### config.mk
export PLATFORM = sky130hd
export DESIGN_NAME = reg_writeback_flat
export DESIGN_NICKNAME = d
export VERILOG_FILES = /design/src/rtl/xm23_pkg.sv /design/src/rtl/reg_writeback_if.sv /design/src/rtl/regfile_bank.sv /design/src/rtl/reg_writeback.sv /design/src/flat_wrapper.sv
export SDC_FILE = /design/constraint.sdc
export NUM_CORES = 1
export LEC_CHECK = 0
export ABC_AREA = 1
export CAP_MARGIN = 20
export CELL_PAD_IN_SITES_DETAIL_PLACEMENT = 0
export CELL_PAD_IN_SITES_GLOBAL_PLACEMENT = 2
export CORE_MARGIN = 1.5
export CORE_UTILIZATION = 24
export DETAILED_ROUTE_END_ITERATION = 8
export GPL_TIMING_DRIVEN = 0
export HOLD_SLACK_MARGIN = 0.02
export PLACE_DENSITY_LB_ADDON = 0.2
export SLEW_MARGIN = 20
export SYNTH_ARGS = -nofsm -noshare
export SYNTH_HDL_FRONTEND = slang
export SYNTH_SLANG_ARGS = --single-unit
### constraint.sdc
create_clock -name clk -period 3.9 [get_ports clk]
set_clock_uncertainty 0.15 [all_clocks]
set_input_delay 0.585 -clock clk [delete_from_list [all_inputs] [get_ports clk]]
set_output_delay 0.585 -clock clk [all_outputs]
set_load 0.02 [all_outputs]
### src/rtl/xm23_pkg.sv
// rtl/xm23_pkg.sv - XM23 shared register indices, constant row and writeback request types
package xm23_pkg;

    localparam logic [2:0] REG_PC = 3'd7;
    localparam logic [2:0] REG_SP = 3'd6;
    localparam logic [2:0] REG_LR = 3'd5;

    typedef logic [15:0] reg_t;

    // Constant row, element i is the constant for index i.
    localparam logic [7:0][15:0] CONST_ROW = {
        16'hFFFF, 16'd32, 16'd16, 16'd8, 16'd4, 16'd2, 16'd1, 16'd0
    };

    typedef struct packed {
        logic       valid;
        logic       is_byte;
        logic [2:0] dst;
        reg_t       data;
    } wb_req_t;

endpackage

### src/rtl/reg_writeback_if.sv
// rtl/reg_writeback_if.sv - execute-to-writeback request bundle
interface reg_writeback_if;
    logic        stall_i;
    logic        flush_i;
    logic        wb_en_i;
    logic        wb_byte_i;
    logic [2:0]  dst_i;
    logic [15:0] result_i;

    modport master (output stall_i, flush_i, wb_en_i, wb_byte_i, dst_i, result_i);
    modport slave  (input  stall_i, flush_i, wb_en_i, wb_byte_i, dst_i, result_i);
endinterface

### src/rtl/regfile_bank.sv
// rtl/regfile_bank.sv - 8x16 general register storage with one synchronous write port
module regfile_bank
    import xm23_pkg::*;
(
    input  logic             clk,
    input  logic             rst,
    input  logic             we,
    input  logic             is_byte,
    input  logic [2:0]       idx,
    input  reg_t             data,
    output logic [7:0][15:0] regs
);

    always_ff @(posedge clk) begin
        if (rst) begin
            regs <= '0;
        end else if (we) begin
            if (is_byte) begin
                regs[idx][7:0] <= data[7:0];
            end else begin
                regs[idx] <= data;
            end
        end
    end

endmodule

### src/rtl/reg_writeback.sv
// rtl/reg_writeback.sv - XM23 E/W pipeline register, register file commit and gprc read array; WB_BYPASS_EN exposes the pending write early
module reg_writeback
    import xm23_pkg::*;
(
    input  logic                  clk,
    input  logic                  rst,
    reg_writeback_if.slave        wb,
    output logic [1:0][7:0][15:0] gprc,
    output logic                  pc_wr_o,
    output logic [15:0]           pc_val_o
);

    wb_req_t          w_q;
    logic [7:0][15:0] regs;
    logic             commit;

    // The instruction held in E/W is older than any flush, so only a stall blocks it.
    assign commit = w_q.valid & ~wb.stall_i;

    always_ff @(posedge clk) begin
        if (rst) begin
            w_q     <= '0;
            pc_wr_o <= 1'b0;
        end else if (wb.stall_i) begin
            pc_wr_o <= 1'b0;
        end else begin
            w_q.valid   <= wb.wb_en_i & ~wb.flush_i;
            w_q.is_byte <= wb.wb_byte_i;
            w_q.dst     <= wb.dst_i;
            w_q.data    <= wb.result_i;
            pc_wr_o     <= w_q.valid && (w_q.dst == REG_PC);
        end
    end

    regfile_bank u_bank (
        .clk     (clk),
        .rst     (rst),
        .we      (commit),
        .is_byte (w_q.is_byte),
        .idx     (w_q.dst),
        .data    (w_q.data),
        .regs    (regs)
    );

    always_comb begin
        gprc[1] = CONST_ROW;
        gprc[0] = regs;
`ifdef WB_BYPASS_EN
        if (w_q.valid) begin
            gprc[0][w_q.dst] = w_q.is_byte ? {regs[w_q.dst][15:8], w_q.data[7:0]} : w_q.data;
        end
`endif
    end

    assign pc_val_o = regs[REG_PC];

endmodule

### src/flat_wrapper.sv
// flat-port wrapper written by rule: the top's interface ports become plain ports
module reg_writeback_flat import xm23_pkg::*;
  (clk, rst, gprc, pc_wr_o, pc_val_o, wb_stall_i, wb_flush_i, wb_wb_en_i, wb_wb_byte_i, wb_dst_i, wb_result_i);
  reg_writeback_if wb_i ();
  input  logic clk;
  input  logic rst;
  output logic [1:0][7:0][15:0] gprc;
  output logic pc_wr_o;
  output logic [15:0] pc_val_o;
  input wire logic [$bits(wb_i.stall_i)-1:0] wb_stall_i;
  input wire logic [$bits(wb_i.flush_i)-1:0] wb_flush_i;
  input wire logic [$bits(wb_i.wb_en_i)-1:0] wb_wb_en_i;
  input wire logic [$bits(wb_i.wb_byte_i)-1:0] wb_wb_byte_i;
  input wire logic [$bits(wb_i.dst_i)-1:0] wb_dst_i;
  input wire logic [$bits(wb_i.result_i)-1:0] wb_result_i;
  assign wb_i.stall_i = wb_stall_i;
  assign wb_i.flush_i = wb_flush_i;
  assign wb_i.wb_en_i = wb_wb_en_i;
  assign wb_i.wb_byte_i = wb_wb_byte_i;
  assign wb_i.dst_i = wb_dst_i;
  assign wb_i.result_i = wb_result_i;
  reg_writeback u_core (.clk(clk), .rst(rst), .wb(wb_i), .gprc(gprc), .pc_wr_o(pc_wr_o), .pc_val_o(pc_val_o));
endmodule
# Word-level counts from Yosys, hierarchy flattened
# Cells that the tools add are included.
[op_classes] magnitude_cmp=2 n_eq_ne=1 mux=7 bitwise=4 n_reduce_logical=3
[op_table] operator="$bwmux 128" count=2
[op_table] operator="$mux 128" count=1
[op_table] operator="$demux 16 s3" count=2
[op_table] operator="$mux 16" count=1
[op_table] operator="$mux 8" count=1
[op_table] operator="$lt 3x4->1 const B" count=1
[op_table] operator="$eq 3x3->1 const B" count=1
[op_table] operator="$ge 3x1->1 const B" count=1
[op_table] operator="$and 1x1->1" count=2
[op_table] operator="$logic_and 1x1->1" count=2
[op_table] operator="$not 1->1" count=2
[op_table] operator="$reduce_or 2->1" count=1
[totals] regBits=150 in_bits=25 out_inout_bits=273 elab_cells=30

# Depth between registers and ports, before layout
# Gate-level depths: netlist (run 1).
[logic_depth] word_depth=6 mapped_depth=8 mapped_depth_nobuf=7

# Cells and area by module
# From an unflattened synthesis (run 1), not the netlist that was laid out.
[hier_totals] hier_cells=1005 area_unflattened_um2=7056.8
[by_module_without_submodules] mod="regfile_bank" instances=1 cells_per_inst=755 area_per_inst_um2=5166.2 seq_area_each_um2=2562.5
[by_module_without_submodules] mod="reg_writeback" instances=1 cells_per_inst=250 area_per_inst_um2=1890.6 seq_area_each_um2=440.4

# Least setup slack after synthesis (run 1)
# Ideal clock, no wire load.
[synth_path] kind="input to register" from="input wb_stall_i" to="register u_core.u_bank.regs[125] (netlist bit)" setup_time_ns=0.113 arrival_ns=1.490 required_time_ns=3.637 setup_slack_ns=2.147 path_stages=8 n_path_buf=2 path_cell_list="buf_2 -> inv_4 -> nand3_4 -> nor2_4 -> buf_2 -> nand3_1 -> nand2_1 -> nor2_1"
[synth_via] elab_chain_len=2
[synth_lines] element="start, declared" line_no="flat_wrapper.sv:10" rtl="input wire logic [$bits(wb_i.stall_i)-1:0] wb_stall_i;"
[synth_lines] element="$not 1->1" line_no="reg_writeback.sv:18" rtl="assign commit = w_q.valid & ~wb.stall_i;"
[synth_lines] element="$and 1x1->1" line_no="reg_writeback.sv:18"
[synth_lines] element="end signal, assigned by index" line_no="regfile_bank.sv:19" rtl="regs[idx][7:0] <= data[7:0];"
[synth_lines] element="end signal, assigned by index" line_no="regfile_bank.sv:21" rtl="regs[idx] <= data;"
[synth_lines] element="end, declared" line_no="regfile_bank.sv:11" rtl="output logic [7:0][15:0] regs"
# No other way between the ends.
# A chain may end at the register's enable or synchronous reset.

==> summary.md, run 1 <==
| Metric | Value |
|---|---|
| Worst-path clk slew | 0.06 ns |
| Non-filler cells, final | roughly 1600 |
| Data arrival, critical path | approximately 1.6 ns |
| Status | complete, no violations |
| DR WL/cell | 14.1 um |
| GR Util All Layers | 15.4% |
| Vias in the first global route | 5607 |
| CTS buffer count | 17 |
| Top-area cell type share of the netlist area | 43.9% |
| Slew at the pin closest to its max-slew limit | roughly 0.66 ns |
| Final hold vios | 0 |
| Die area | 29500 um^2 |
| Largest cells by area after synthesis | dfxtp_1 44%, buf_4 16%, nor2_1 13% |
| Core Util, Final | approximately 36% |
| Top cells by count, synth | 228 x nor2_1, 150 x buf_4, 150 x dfxtp_1 |
| Syn Inst Count | 906 |
| Netlist cell types | 23 |
| Overall die height | 172 um |
| Post-DR vias/cell | slightly below 4 |
| Antenna diode count | 0 |
| Synth warn | 0 |
| Cell Rows | between 60 and 70 |
| Seq/Total Area, Yosys | 43.9% |
| CP endpoint kind | output pin |
| Global-route wire length before repair | around 34000 um |
| Initial drt markers | about 290 |
| EDFF count, synth | 0 |
| Yosys top cell by area | dfxtp_1 |
| Final period util | between 50% and 60% |
| H-tree Lvls | 4 |
| Die X | 172 um |
| Worst vdd ir | between 0.0002 and 0.0003 V |
| Clock Sinks | 150 |
| Resize count post-CTS | 0 |
| Initial Util | 24.5% |
| Setup_tns | 0 ns |
| Fmax achieved | 438 MHz |
| Max FO, Critical Path | 3 |
| Placed cell areas | 9470 um^2 |
| Most common cell in the synthesized netlist | nor2_1 |
| Area growth syn-to-layout | 46.8% |
| Post-Syn Area | 6840 um^2 |
| Number of vias in the routed layout | ~6200 |
| Post-place setup slack | 1.44 ns |
| Primary FF master, synth | dfxtp_1 |
| Mean Syn Cell Area | 7.55 um^2 |
| Static leakage | between 4 and 5 nW |
| Gr ovfl total | 0 |
| Skew-Pair Late Insertion Delay | about 0.42 ns |
| Slowest-stage cell, CP | clkdlybuf4s50_1 |
| Root buffer cell | clkbuf_16 |
| Core ar. | 27900 um^2 |
| Post-CTS Setup Bufs | 0 |
| Clk buf depth | 2 |
| Detail Route Antenna Nets | 0 |
| Pre-antenna DRT Iters | 4 |
| Final Critical Period | 2.28 ns |
| Routed wire length | around 23000 um |
| CTS tree | built |
| CP Class | reg2out |
| Top Ports | slightly below 300 |
| Share of layout cells above drive strength 1 | a little under a fifth |
| # setup viols final | 0 |
| Hold Path Class | reg2reg |
| DRC | 0 |
| Startpoint types | register |
| Critical path, cell by cell | buf_4 > clkdlybuf4s50_1 |
| Setup ws final | 1.62 ns |
| WP data required | 3.16 ns |
| Initial antenna violation count | 0 |
| Dpl cells | ~1600 |
| Cell Pwr Density | 368 nW/um^2 |
| GPL Wtd Cong | 0.744 |
| DP HPWL | 17100 um |
| Seq cells post-synth | 150 |
| Fillcell total | about 3000 |
| Slew Limit Fails | 0 |
| Largest net degree at the start of global routing | 17 |
| Hold buffer count at cts | 0 |
| Slowest cell delay on critical path | about 0.59 ns |
| Headroom to the max-slew limit | 56.3% |
| Unrepaired setup endpoints after global routing | false |
| Nets | 1244 |
| Maximum capacitance violations | 0 |
| I/O Buffers | around 170 |
| Async set-reset flop share out of synthesis | 0% |
| Design Area, Final | 10000 um^2 |
[kinds of logic (layout without fill, tap and decap cells)]
kind of cell	count (synthesis)	count (layout)	synth area share (%)
simple gates	401	401	25.6
buf+inv	231	431	21.4
flops	150	150	43.9
compound gates	122	122	8.96
other cells	2	128	0.110
[final cells by class]
| type | count | area (um^2) | area share [%] |
|---|---|---|---|
| clock buffer | 19 | 453 | 4.51 |
| tap | 378 | 473 | 4.71 |
| inverter | 38 | 145 | 1.44 |
| multi-input combinational | 651 | 2850 | 28.4 |
| sequential | 150 | 3000 | 29.9 |
| buffer | 193 | 1320 | 13.1 |
| timing repair buffer | 168 | 1680 | 16.7 |
| clock inverter | 13 | 121 | 1.21 |
[per-layer routing]
metal  global-route usage (%)  part of all wire (%)
met2                     24.7                    45
met3                     4.28                   8.1
met4                     3.97                  0.94
met1                     20.3                    46
met5                        0                     0
[path summary, 6_finish.rpt]
path	startpoint	to	slack (ns)	depth (start not counted)
worst min register to register	u_core.u_bank.regs[110]	u_core.u_bank.regs[110]	0.32	2
worst max-delay path	register	pc_val_o[0]	1.62	2
worst max register to register	u_core.w_q[19]	u_core.u_bank.regs[59]	2.16	5
worst min-delay path	u_core.u_bank.regs[110]	u_core.u_bank.regs[110]	0.32	2
[layout by cell type, fill, tap and decap left out, drive strengths merged]
cell	instances
clkinv	7
o21ai	84
nor3	8
a21oi	37
conb	128
inv	41
dfxtp	150
nand3	38
clkinvlp	2
nand4	32
buf	180
nand2	81
nor2	242
bufinv	1
clkbuf	32
clkdlybuf4s50	168
a211oi	1
[where the power goes]
part / total (mW) / internal (mW) / switching (mW)
Sequential: 1.58 / 1.56 / 0.0169
Combinational: 0.507 / 0.181 / 0.327
Clock: 1.61 / 0.918 / 0.691
Total: 3.69 / 2.66 / 1.03
[metrics by stage]
step	hold WS, ns	power [mW]
2_1_floorplan	0.318	1.98
3_3_place_gp	0.300	2.12
3_5_place_dp	0.308	2.12
4_1_cts	0.321	3.74
5_1_grt	0.338	3.85
6_report	0.322	3.69
[worst max-delay path: cells and delay by family, from the launching register on]
| family | cells | cell delay (ns) |
|---|---|---|
| buf+inv | 2 | 0.72 |
| flops | 1 | 0.41 |
No activity file was read; power rests on OpenSTA's default activity.
==> inputs of run 2 (changes only) <==
Settings changed: CORE_UTILIZATION 24 to 20.
Clock period 3.9 ns to 2.01 ns, I/O delays scaled along.
==> run 2 against run 1 <==
  * Critical path depth did not move
  * Worst setup slack lost 1.6 ns
  * Global-route usage decreased by 1.8 points
  * Routed wire length is 7.0% higher
  * Combinational power is 96% higher
  * Non-clock buffer count did not move
  * Hold slack worse by 0.080 ns
  * Die area increased by 20%
  * Clock power increased by 110%
  * First-iteration DRC count up 6.6%
  * Critical endpoint is now pc_val_o[1]
==> summary.md, run 2 (synthesis results as in run 1) <==
| Metric | Value |
|---|---|
| Status | complete, no violations |
| Antenna diode count | 0 |
| Clk buf depth | 2 |
| Clock Sinks | 150 |
| Critical path, cell by cell | buf_4 > clkdlybuf4s50_1 |
| Global-route wire length before repair | 36100 um |
| Core ar. | 33600 um^2 |
| Root buffer cell | clkbuf_16 |
| Routed wire length | 24300 um |
| Slowest cell delay on critical path | around 0.59 ns |
| Startpoint types | register |
| GR Util All Layers | 13.6% |
| Nets | between 1000 and 1500 |
| Skew-Pair Late Insertion Delay | 0.42 ns |
| Most common cell after layout, fill and taps aside | nor2_1 |
| Max FO, Critical Path | 3 |
| Number of vias in the routed layout | 6198 |
| Setup ws final | a little under 0.04 ns |
| Maximum capacitance violations | 0 |
| Slew at the pin closest to its max-slew limit | around 0.70 ns |
| Most frequent cells in the layout | 228 x nor2_1, 164 x clkdlybuf4s50_1, 150 x buf_4, 150 x dfxtp_1, 128 x conb_1 |
| Pre-antenna DRT Iters | 4 |
| Clock network fraction of total power | a little under half |
| Hold Path Class | in2reg |
| CP endpoint kind | output pin |
| Final Power | ~7.4 mW |
| Post-DR vias/cell | 3.69 |
| Slew Limit Fails | 0 |
| Int Pwr | 5.35 mW |
| Fillcell total | roughly 3700 |
| Gr ovfl total | 0 |
| Placed cell areas | 9560 um^2 |
| Sw Pwr | a little over 2 mW |
| Post-CTS Setup Bufs | 0 |
| Final period util | 98.0% |
| Hold path depth | 4 |
| GPL Wtd Cong | 0.713 |
| Slowest-stage cell, CP | clkdlybuf4s50_1 |
| DP HPWL | 18000 um |
| Setup_tns | 0 ns |
| Detail Route Antenna Nets | 0 |
| Vias in the first global route | slightly below 6000 |
| H-tree Lvls | 4 |
| Unrepaired setup endpoints after global routing | false |
| Largest net degree at the start of global routing | 17 |
| Initial Util | 20.4% |
| Cell family with the largest share of critical-path delay | buffers and inverters |
| Post-place setup slack | -0.206 ns |
| Area growth syn-to-layout | 48.6% |
| Resize count post-CTS | 1 |
| I/O Buffers | 168 |
| Worst vdd ir | roughly 0.00042 V |
| Share of layout cells above drive strength 1 | 18.2% |
| Worst reg2reg path depth | 5 |
| Core Util, Final | between 30% and 40% |
| Crit. path cell count | 2 |
| Final Critical Period | 1.97 ns |
| Die area | 35300 um^2 |
| WP data required | 1.56 ns |
| Data arrival, critical path | approximately 1.5 ns |
| Top Ports | 298 |
| Non-filler cells, final | 1680 |
| Cell Pwr Density | 728 nW/um^2 |
| Initial antenna violation count | 1 |
| Initial drt markers | 305 |
| DR WL/cell | 14.5 um |
| Fmax achieved | about 500 MHz |
| CTS buffer count | 17 |
| Design Area, Final | 10200 um^2 |
| Flop pwr share | 41.4% |
| Worst-path clk slew | roughly 0.07 ns |
| Overall die height | 188 um |
| Hold buffer count at cts | 0 |
| Crit path buf inv count | 2 |
| CP Class | reg2out |
| Gate power share | 13.5% |
| Cell Rows | 67 |
| Dpl cells | between 1500 and 2000 |
| Static leakage | 4.41 nW |
| Final hold vios | 0 |
| Fin Hold WS | about 0.24 ns |
| CTS tree | built |
| Sw Ratio | 27.7% |
| # setup viols final | 0 |
| DRC | 0 |
| Headroom to the max-slew limit | between 50% and 60% |
| Die X | 188 um |
-- run 2: changes by cell type in the layout (fill, tap and decap cells not counted), moves of 2 or more --
cell	before	now
dlymetal6s2s_1	0	3
bufinv_16	1	3
clkbuf_1	13	15
clkinvlp_4	2	0
clkdlybuf4s50_1	168	164
clkbuf_8	2	0
-- run 2: cell type report --
class	instances	area, um^2	share of cell area [%]
Inverter	38	145	1.43
Buffer	193	1320	13.0
Multi-Input combinational cell	651	2850	28.0
Sequential cell	150	3000	29.5
Clock inverter	13	170	1.67
Clock buffer	19	433	4.26
Tap cell	448	561	5.51
Timing Repair Buffer	168	1690	16.6
-- run 2: worst reg2reg max path, cell delays in order (launching register included) --
cell and delay [ns]:
dfxtp_1 0.40, inv_1 0.17, buf_2 0.26, clkbuf_1 0.47
a21oi_1 0.15, nor2_1 0.11
-- run 2: power by group through the flow --
stage          clock network, mW  logic, mW  registers (mW)
2_1_floorplan                  0      0.690            3.16
3_3_place_gp                   0      0.994            3.13
3_5_place_dp                   0      0.993            3.13
4_1_cts                     3.46      0.995            3.06
5_1_grt                     3.58       1.08            3.07
6_report                    3.34      0.996            3.06
-- run 2: path summary, 6_finish.rpt --
| path | endpoint | start | slack (ns) |
|---|---|---|---|
| hold reg to reg | u_core.u_bank.regs[61] | u_core.u_bank.regs[61] | 0.33 |
| setup / recovery | pc_val_o[1] | register | 0.04 |
| hold / removal | u_core.w_q[6] | wb_stall_i | 0.24 |
| setup reg to reg | u_core.u_bank.regs[59] | u_core.w_q[19] | 0.25 |
-- run 2: layer usage --
metal  track usage (%)  routed length (um)
met4              3.32                 252
met2              21.2               10700
met3              3.93                1740
met5                 0                   0
met1              18.4               11600
==> inputs of run 3 (changes only) <==
Settings changed: CORE_ASPECT_RATIO set to 2, CTS_BUF_LIST set to sky130_fd_sc_hd__clkbuf_8 sky130_fd_sc_hd__clkbuf_16.
==> run 3 against run 2 <==
  * Register-to-register slack worse by 0.09 ns
  * Global-route usage is 0.53 points higher
  * Sequential share of layout area is 0.14 points higher
  * Routed wire length is 3.6% higher
  * Via count is 0.35% higher
  * Clock-buffer cell count is 1 higher
==> summary.md, run 3 (synthesis results as in run 1) <==
| Metric | Value |
|---|---|
| H-tree Lvls | 4 |
| Initial antenna violation count | 0 |
| Gr ovfl total | 0 |
| Critical path, cell by cell | buf_4 > clkdlybuf4s50_1 |
| Post-DR vias/cell | 3.73 |
| GR Util All Layers | 14.1% |
| Slowest-stage cell, CP | clkdlybuf4s50_1 |
| Initial drt markers | between 200 and 300 |
| Slew Limit Fails | 0 |
| Most frequent cells in the layout | 228 x nor2_1, 162 x clkdlybuf4s50_1, 150 x buf_4, 150 x dfxtp_1, 128 x conb_1 |
| Data arrival, critical path | between 1 and 1.5 ns |
| I/O Buffers | 168 |
| Overall die height | 265 um |
| Number of vias in the routed layout | 6220 |
| Cell Pwr Density | 716 nW/um^2 |
| Final Critical Period | between 1.5 and 2 ns |
| Worst-path clk slew | 0.06 ns |
| Pre-antenna DRT Iters | 4 |
| Share of layout cells above drive strength 1 | 18.1% |
| Cell Rows | 95 |
| Slew at the pin closest to its max-slew limit | 0.736 ns |
| Largest net degree at the start of global routing | 17 |
| Clk buf depth | 2 |
| Root buffer cell | clkbuf_16 |
| # setup viols final | 0 |
| Nets | 1244 |
| Max FO, Critical Path | 3 |
| Headroom to the max-slew limit | 50.9% |
| CTS tree | built |
| Final hold vios | 0 |
| Final period util | 96.8% |
| Area growth syn-to-layout | 47.9% |
| Skew-Pair Late Insertion Delay | ~0.43 ns |
| Antenna diode count | 0 |
| Detail Route Antenna Nets | 0 |
| Hold buffer count at cts | 0 |
| Setup_tns | 0 ns |
| Fin Hold WS | 0.187 ns |
| Maximum capacitance violations | 0 |
| Global-route wire length before repair | 36600 um |
| DP HPWL | roughly 20000 um |
| Static leakage | roughly 4.4 nW |
| Vias in the first global route | 5904 |
| Clock Sinks | 150 |
| Worst vdd ir | ~0.00051 V |
| GPL Wtd Cong | 0.785 |
| Core Util, Final | 30.1% |
| Dpl cells | 1636 |
| Top Ports | 298 |
| CP Class | reg2out |
| Core ar. | 33600 um^2 |
| DRC | 0 |
| Non-filler cells, final | 1666 |
| Die X | about 130 um |
| Most common cell after layout, fill and taps aside | nor2_1 |
| Initial Util | 20.3% |
| CP endpoint kind | output pin |
| Post-CTS Setup Bufs | 0 |
| WP data required | 1.56 ns |
| Routed wire length | about 25000 um |
| Slowest cell delay on critical path | roughly 0.59 ns |
| Status | complete, no violations |
| Crit path buf inv count | 2 |
| Hold Path Class | in2reg |
| Unrepaired setup endpoints after global routing | false |
| CTS buffer count | 17 |
| Startpoint types | register |
| DR WL/cell | 15.1 um |
| Cell family with the largest share of critical-path delay | buffers and inverters |
| Die area | 35400 um^2 |
| Fmax achieved | 514 MHz |
[run 3: path summary, 6_finish.rpt]
kind	endpoint	cells past startpoint	startpoint	slack, ns
worst max-delay path	pc_val_o[7]	2	register	0.06
worst min-delay path	u_core.w_q[15]	3	wb_stall_i	0.19
worst max register to register	u_core.u_bank.regs[59]	5	u_core.w_q[19]	0.16
worst min register to register	u_core.u_bank.regs[105]	2	u_core.u_bank.regs[105]	0.32
[run 3: through the flow]
stage | power (mW) | cell area [um^2] | worst slack, ns
4_1_cts | 7.35 | 10100 | 0.000676
5_1_grt | 7.55 | 10100 | 0.00128
3_3_place_gp | 4.14 | 9540 | -0.229
6_report | 7.25 | 10100 | 0.0642
3_5_place_dp | 4.14 | 9540 | -0.207
2_1_floorplan | 3.85 | 7320 | 0.541
[run 3: per-layer routing]
metal | wire (um) | global-route usage, %
met4 | 1100 | 7.55
met2 | 14000 | 27.9
met1 | 8650 | 13.2
met5 | 0 | 0
met3 | 1380 | 2.96
[run 3: repair_timing]
item,4_1_cts,5_1_grt
resized for setup,3,3
hold endpoints to repair,0,0
setup endpoints to repair,3,3
[run 3: layout make-up]
class | instances | area (um^2)
fillers | 3673 | 23500
flip-flops and latches | 150 | 3000
multi-input cells | 651 | 2850
repair buffers | 168 | 1690
plain buffers | 193 | 1320
well taps | 436 | 546
clock buffers | 20 | 467
inverters | 38 | 145
clock inverters | 10 | 106
[run 3: power breakdown]
part / switching (mW) / internal [mW] / leakage (nW)
combinational: 0.656 / 0.350 / 2.90
clock: 1.27 / 1.90 / 0.292
sequential: 0.0363 / 3.03 / 1.21
total: 1.97 / 5.28 / 4.41
[run 3: tightest hold or removal path, stage by stage]
cell	delay, ns
buf_2	0.18
o21ai_0	0.13
a21oi_1	0.11
